<file path="config.mk">
export PLATFORM = sky130hd
export DESIGN_NAME = cavlc_nc_sequencer
export DESIGN_NICKNAME = d
export VERILOG_FILES = /design/src/rtl/cavlc_nc_sequencer_pkg.sv /design/src/rtl/cavlc_nc_sequencer_nc_calc.sv /design/src/rtl/cavlc_nc_sequencer.sv
export SDC_FILE = /design/constraint.sdc
export NUM_CORES = 2
export LEC_CHECK = 0
export CAP_MARGIN = 40
export CORE_ASPECT_RATIO = 1.1
export CORE_MARGIN = 3
export CORE_UTILIZATION = 44
export DETAILED_ROUTE_END_ITERATION = 6
export HOLD_SLACK_MARGIN = 0.12
export SETUP_SLACK_MARGIN = 0.02
export SLEW_MARGIN = 30
export SYNTH_ARGS = -nofsm -noshare
export SYNTH_HDL_FRONTEND = slang
export SYNTH_SLANG_ARGS = --single-unit
</file>
<file path="constraint.sdc">
create_clock -name Clk -period 5.8 [get_ports Clk]
set_input_delay 1.45 -clock Clk [delete_from_list [all_inputs] [get_ports Clk]]
set_output_delay 1.45 -clock Clk [all_outputs]
set_load 0.005 [all_outputs]
</file>
<file path="src/rtl/cavlc_nc_sequencer_pkg.sv">
// ---------------------------------------------------------------------------
// cavlc_pkg
// Shared definitions for the CAVLC coeff-token nC sequencer:
//   - seq_state_e : sequencer FSM states
//   - NC_W, TC_W  : widths of nC and TotalCoeff
//   - BLK_PER_MB  : luma 4x4 blocks per macroblock
//   - blk_x/blk_y : z-scan index -> block column/row inside the macroblock
//   - blk_idx     : block column/row -> z-scan index
// ---------------------------------------------------------------------------
package cavlc_pkg;

   localparam int NC_W       = 5;
   localparam int TC_W       = 5;
   localparam int BLK_PER_MB = 16;

   // Valid/ready note: this block has no backpressure handshake. MbStart is a
   // request accepted only in ST_IDLE, TokEnable is a fire-and-forget pulse,
   // and BlkDone is only honoured in ST_WAIT_RES.
   typedef enum logic [2:0] {
      ST_IDLE      = 3'd0,
      ST_CALC      = 3'd1,
      ST_TOKEN     = 3'd2,
      ST_CAPTURE   = 3'd3,
      ST_WAIT_RES  = 3'd4,
      ST_WRITEBACK = 3'd5
   } seq_state_e;

   function automatic logic [1:0] blk_x(input logic [3:0] idx);
      return {idx[2], idx[0]};
   endfunction

   function automatic logic [1:0] blk_y(input logic [3:0] idx);
      return {idx[3], idx[1]};
   endfunction

   function automatic logic [3:0] blk_idx(input logic [1:0] x, input logic [1:0] y);
      return {y[1], x[1], y[0], x[0]};
   endfunction

endpackage

</file>
<file path="src/rtl/cavlc_nc_sequencer_nc_calc.sv">
// ---------------------------------------------------------------------------
// cavlc_nc_calc
// Combinational nC rule from the left (nA) and top (nB) neighbour counts.
// Ports:
//   i_avail_a, i_na : left neighbour available / its TotalCoeff
//   i_avail_b, i_nb : top neighbour available / its TotalCoeff
//   o_nc            : resulting nC (0..16, never clamped)
// ---------------------------------------------------------------------------
module cavlc_nc_calc
   import cavlc_pkg::*;
(
   input  logic            i_avail_a,
   input  logic [TC_W-1:0] i_na,
   input  logic            i_avail_b,
   input  logic [TC_W-1:0] i_nb,
   output logic [NC_W-1:0] o_nc
);

   // 6-bit sum so that 16+16+1 does not wrap before the halving.
   logic [TC_W:0] w_sum;
   assign w_sum = {1'b0, i_na} + {1'b0, i_nb} + {{TC_W{1'b0}}, 1'b1};

   always_comb begin
      o_nc = '0;
      case ({i_avail_a, i_avail_b})
         2'b11:   o_nc = w_sum[TC_W:1];
         2'b10:   o_nc = i_na;
         2'b01:   o_nc = i_nb;
         default: o_nc = '0;
      endcase
   end

endmodule

</file>
<file path="src/rtl/cavlc_nc_sequencer.sv">
// ---------------------------------------------------------------------------
// cavlc_nc_sequencer
// Per-macroblock controller for the CAVLC coeff-token stage. Walks the 16
// luma blocks in z-scan order, computes nC from neighbour TotalCoeff values,
// pulses the token decoder, captures its TotalCoeff and waits for the residual
// path before moving on. A line buffer (one 20-bit word per MB column) and a
// left-column register carry neighbour data across macroblocks.
// Ports:
//   Clk, Reset       : clock, synchronous active-high reset
//   MbStart          : start pulse (IDLE only); MbX/MbAvailLeft/MbAvailTop/
//                      MbSkip are sampled with it
//   TotalCoeff       : registered token-decoder result
//   BlkDone          : residual decode of the current block finished
//   nC, TokEnable    : nC for the current block, decoder enable pulse
//   BlkIdx           : z-scan index of the current block
//   Busy, MbDone     : not idle / neighbour state updated
//   DbgState         : current FSM state
// ---------------------------------------------------------------------------
module cavlc_nc_sequencer
   import cavlc_pkg::*;
#(
   parameter int MB_WIDTH_MAX = 120,
   parameter int MBX_W        = 7
)(
   input  logic             Clk,
   input  logic             Reset,
   input  logic             MbStart,
   input  logic [MBX_W-1:0] MbX,
   input  logic             MbAvailLeft,
   input  logic             MbAvailTop,
   input  logic             MbSkip,
   input  logic [TC_W-1:0]  TotalCoeff,
   input  logic             BlkDone,
   output logic [NC_W-1:0]  nC,
   output logic             TokEnable,
   output logic [3:0]       BlkIdx,
   output logic             Busy,
   output logic             MbDone,
   output logic [2:0]       DbgState
);

   seq_state_e        r_state;
   logic [MBX_W-1:0]  r_mbx;
   logic              r_mbx_ok;
   logic              r_avail_left;
   logic              r_avail_top;
   logic [NC_W-1:0]   r_nc;
   logic [3:0]        r_blk_idx;
   logic              r_mb_done;
   logic [TC_W-1:0]   r_cur_tc   [BLK_PER_MB];
   logic [TC_W-1:0]   r_left_col [4];
   logic [4*TC_W-1:0] r_top_row  [MB_WIDTH_MAX];

   logic [1:0]        w_x;
   logic [1:0]        w_y;
   logic              w_avail_a;
   logic              w_avail_b;
   logic [TC_W-1:0]   w_na;
   logic [TC_W-1:0]   w_nb;
   logic [4*TC_W-1:0] w_top_word;
   logic [4*TC_W-1:0] w_wb_word;
   logic [NC_W-1:0]   w_nc;

   // Neighbour selection. Inside the macroblock the z-scan order guarantees
   // that the left/top blocks were already captured into r_cur_tc.
   always_comb begin
      w_x        = blk_x(r_blk_idx);
      w_y        = blk_y(r_blk_idx);
      w_top_word = r_top_row[r_mbx];
      w_avail_a  = 1'b0;
      w_avail_b  = 1'b0;
      w_na       = '0;
      w_nb       = '0;
      if (w_x != 2'd0) begin
         w_avail_a = 1'b1;
         w_na      = r_cur_tc[blk_idx(w_x - 2'd1, w_y)];
      end else if (r_avail_left) begin
         w_avail_a = 1'b1;
         w_na      = r_left_col[w_y];
      end
      if (w_y != 2'd0) begin
         w_avail_b = 1'b1;
         w_nb      = r_cur_tc[blk_idx(w_x, w_y - 2'd1)];
      end else if (r_avail_top && r_mbx_ok) begin
         // An out-of-range column has no line-buffer entry to read.
         w_avail_b = 1'b1;
         w_nb      = w_top_word[TC_W*w_x +: TC_W];
      end
   end

   // Bottom row (y=3) of the macroblock, x=0 in the low bits.
   always_comb begin
      w_wb_word = '0;
      for (int x = 0; x < 4; x++) begin
         w_wb_word[TC_W*x +: TC_W] = r_cur_tc[blk_idx(2'(x), 2'd3)];
      end
   end

   cavlc_nc_calc u_nc_calc (
      .i_avail_a (w_avail_a),
      .i_na      (w_na),
      .i_avail_b (w_avail_b),
      .i_nb      (w_nb),
      .o_nc      (w_nc)
   );

   always_ff @(posedge Clk) begin
      if (Reset) begin
         r_state      <= ST_IDLE;
         r_mbx        <= '0;
         r_mbx_ok     <= 1'b0;
         r_avail_left <= 1'b0;
         r_avail_top  <= 1'b0;
         r_nc         <= '0;
         r_blk_idx    <= '0;
         r_mb_done    <= 1'b0;
         for (int y = 0; y < 4; y++) r_left_col[y] <= '0;
      end else begin
         r_mb_done <= 1'b0;
         case (r_state)
            ST_IDLE: begin
               if (MbStart) begin
                  r_mbx        <= MbX;
                  r_mbx_ok     <= (32'(MbX) < MB_WIDTH_MAX);
                  r_avail_left <= MbAvailLeft;
                  r_avail_top  <= MbAvailTop;
                  r_blk_idx    <= '0;
                  r_state      <= MbSkip ? ST_WRITEBACK : ST_CALC;
               end
            end
            ST_CALC: begin
               r_nc    <= w_nc;
               r_state <= ST_TOKEN;
            end
            ST_TOKEN:   r_state <= ST_CAPTURE;
            ST_CAPTURE: r_state <= ST_WAIT_RES;
            ST_WAIT_RES: begin
               if (BlkDone) begin
                  if (r_blk_idx == 4'd15) begin
                     r_state <= ST_WRITEBACK;
                  end else begin
                     r_blk_idx <= r_blk_idx + 4'd1;
                     r_state   <= ST_CALC;
                  end
               end
            end
            ST_WRITEBACK: begin
               if (r_mbx_ok) begin
                  for (int y = 0; y < 4; y++) r_left_col[y] <= r_cur_tc[blk_idx(2'd3, 2'(y))];
               end
               r_mb_done <= 1'b1;
               r_state   <= ST_IDLE;
            end
            default: r_state <= ST_IDLE;
         endcase
      end
   end

   // Current-macroblock TotalCoeff store; a skipped MB reads as all zero.
   always_ff @(posedge Clk) begin
      if (!Reset) begin
         if (r_state == ST_IDLE && MbStart && MbSkip) begin
            for (int i = 0; i < BLK_PER_MB; i++) r_cur_tc[i] <= '0;
         end else if (r_state == ST_CAPTURE) begin
            r_cur_tc[r_blk_idx] <= TotalCoeff;
         end
      end
   end

   // Line buffer: single write port, not reset (validity comes from MbAvailTop).
   always_ff @(posedge Clk) begin
      if (!Reset && r_state == ST_WRITEBACK && r_mbx_ok) begin
         r_top_row[r_mbx] <= w_wb_word;
      end
   end

   assign nC        = r_nc;
   assign TokEnable = (r_state == ST_TOKEN);
   assign BlkIdx    = r_blk_idx;
   assign Busy      = (r_state != ST_IDLE);
   assign MbDone    = r_mb_done;
   assign DbgState  = r_state;

endmodule

</file>
==> flow_summary.toml <==
[run_status]
outcome = "finished, final reports clean"

[grt]
grt_pass1_vias = 51100
grt_max_degree = 123
grt_use_total_pct = 25.9
grt_pass1_wl_um = 418000
antenna_found_initial = 15
grt-busiest-layer = "met2"
use_met1_pct = 35.9
met3_usage_pct = 5.69
use_met2_pct = 40.1
grt_overflow = 0

[sta]
grt_setup_unrepaired = "false"
setup-violations-final = 0
finalHoldViolations = 0
setup-tns-final_ps = 0
min_period_over_period_pct = 94.4
setup_slack_ps = 327
slew_headroom_pct = 32.1
worst_slew_pin_slew_ps = 1020
slew_viol_final = 0
skew_ps = 34.8
period_minus_slack_ps = 5470
timing.fmax_mhz = 183

[cts]
clk_pin_slew_ps = 60
clock-root-buffer = "clkbuf_16"
numCtsBuffers = 239
clkLatencyLatePin_ps = 910
htreeDepth = 4
cts_resized = 0
cts_hold_buf = 0
cts_tree = "done"
post_cts_buffers = 0
numClockSinks = 2532
cts_max_path_buffers = 3

[synthesis]
yosysUniqueCellTypes = 82
synth_area_per_cell_um2 = 21.0
synth_fp_nets = 4760
yosys_register_bits = 2532
synth-edff-count = 2500
ys_warn_count = 0
netlist_area_mm2 = 0.0995
yosysSeqAreaShare_pct = 76.1
postSynthCellCount = 4730
synth_ff_type = "edfxtp_1"
async_flop_share_pct = 0

[setup_path]
end_kind = "flip-flop"
crit_fanout = 28
crit_type = "flip-flop to flip-flop"
crit_arrival_ps = 6240
slowest_stage = "dfxtp_4"
start_kind = "flip-flop"
worstPathRequired_ps = 6560
critPathMaxStageDelay_ps = 920
cp_cell_sequence = "buf_12, buf_4, mux4_2, mux4_2, nor4_1, a211oi_1, o31ai_1, or3_1, nand3_1, ha_1, a21oi_1, o21ai_0, a221oi_1, a211oi_1"

[die]
initial_core_util_pct = 44.4
die_x_um = 460
fp-row-count = 182
boundaryPins = 34
core_area_mm2 = 0.224
die_y_um = 505
dieArea_mm2 = 0.232

[cells_and_area]
drive_gt1_share_pct = 28.9
syn2layout_area_growth_pct = 14.4
fin_area_mm2 = 0.114
num-nets-final = 5170

[routing]
dr.first_iter.drc_count = 7947
wl_um = 301000
drc_errors = 0
vias_per_cell = 6.32
drt-pass1-iter-count = 6
ant_nets = 0
vias = 52400
post_drt_wl_per_cell_um = 36.3

[placement]
pre_cts_slack_ps = 526
dp_hpwl_um = 190000
gp_congestion = 0.972
place_area_mm2 = 0.106
portBuffers = 33

[flow_run]
drv_cap = 0

[pwr]
p_leak_nw = 34.9
pwr-share-comb_pct = 8.1
netSwitchingFraction_pct = 23.1
power_switching_mw = 8.95
clkPwrFrac_pct = 40.0
p_per_area_mw_per_mm2 = 341
intPower_mw = 29.9
p_total_mw = 38.8
p_seq_share_pct = 51.9
peakVddDrop_uv = 281

[hold_path]
holdCritPathClass = "flip-flop to flip-flop"
## per-layer routing
layer,part of all wire (%),vias to the layer above
met2,47,3120
met4,4.7,0
met5,0,-
met3,10,585
met1,38,28100
li1,-,20700
## logic make-up after synthesis
logic type / count (synthesis) / synth area share [%]
xor+xnor: 5 / 0.0440
mux: 793 / 15.7
flops: 2532 / 76.1
buf+inv: 292 / 1.75
fa+ha+maj: 11 / 0.146
simple gates: 663 / 3.23
compound gates: 434 / 3.11
## path summary, 6_finish.rpt
check / from / end / slack, ps / cells past startpoint
max: flip-flop / nC[4] / 330 / 14
min: r_avail_top / r_avail_top / 490 / 2
max reg2reg: flip-flop / nC[4] / 330 / 14
min reg2reg: r_avail_top / r_avail_top / 490 / 2
## cell usage in the layout (no fill, tap or decap), types with 81 or more instances in the layout
cell and n:
edfxtp_1 2500, mux4_2 607, buf_4 343, clkbuf_16 243
mux2i_1 162, nand2_1 134, nor2_2 122, and2_1 113
a22oi_1 88, nor2_1 81
## sequential cells by signal, indices dropped and copies added, names as in the netlist, named ones only
register and cells:
r_avail_left 1, r_top_row 2400, r_mbx 7, r_avail_top 1, r_left_col 20, r_cur_tc 80, BlkIdx 4, nC 5
r_mbx_ok 1, DbgState 3, MbDone 1
## synthesized netlist by cell type, types with 17 or more instances
library cell / count / area, um2
edfxtp_1: 2500 / 75100
nor2b_1: 35 / 219
o22ai_1: 39 / 244
o21ai_0: 52 / 260
mux2_2: 22 / 248
buf_2: 76 / 380
mux4_2: 607 / 13700
nor3_1: 37 / 185
nand2_1: 134 / 503
mux2i_1: 162 / 1620
a22o_1: 26 / 228
a22oi_1: 88 / 661
a221oi_1: 30 / 263
buf_6: 35 / 394
a31oi_1: 27 / 169
dfxtp_1: 32 / 641
inv_1: 20 / 75.1
nor2_1: 204 / 766
nand3_1: 57 / 285
nand2b_1: 18 / 113
a21oi_1: 51 / 255
and2_1: 113 / 707
buf_4: 59 / 443
o211ai_1: 17 / 128
nand4_1: 17 / 106
clkbuf_1: 84 / 315
a211oi_1: 30 / 225
## worst max-delay path: cells and delay by family, from the launching register on
| family | cells | cell delay, ps |
|---|---|---|
| AO/OA/AOI/OAI | 6 | 1140 |
| AND/OR/NAND/NOR | 3 | 1080 |
| adder cells (fa/ha/maj) | 1 | 360 |
| flip-flops | 1 | 920 |
| multiplexers | 2 | 1100 |
| buffers and inverters | 2 | 660 |
## area by class of cell
class	instances	area [um2]
fill	17600	110000
sequential	2532	75700
multi-input combinational	1906	22400
clock buffer	283	6230
timing repair buffer	439	4170
tap	2944	3680
clock inverter	160	1530
inverter	22	82.6
antenna	6	15.0
## stage by stage
step / std cells / hold slack, ps / utilization [%]
floorplan: 4730 / 461 / -
global placement: 7820 / 476 / 47.1
detailed placement: 7830 / 486 / 47.2
CTS: 8273 / 493 / 50.6
global route: 8287 / 552 / 50.8
finish: 8292 / 493 / 50.8
## power groups by stage
| stage | combinational [mW] | sequential, mW | clock [mW] |
|---|---|---|---|
| 2_1_floorplan | 1.72 | 20.5 | 0 |
| 3_3_place_gp | 3.02 | 20.5 | 0 |
| 3_5_place_dp | 3.07 | 20.5 | 0 |
| 4_1_cts | 3.08 | 20.1 | 15.7 |
| 5_1_grt | 3.22 | 20.1 | 16.5 |
| 6_report | 3.13 | 20.1 | 15.5 |
Power figures use the tool's default switching activity.
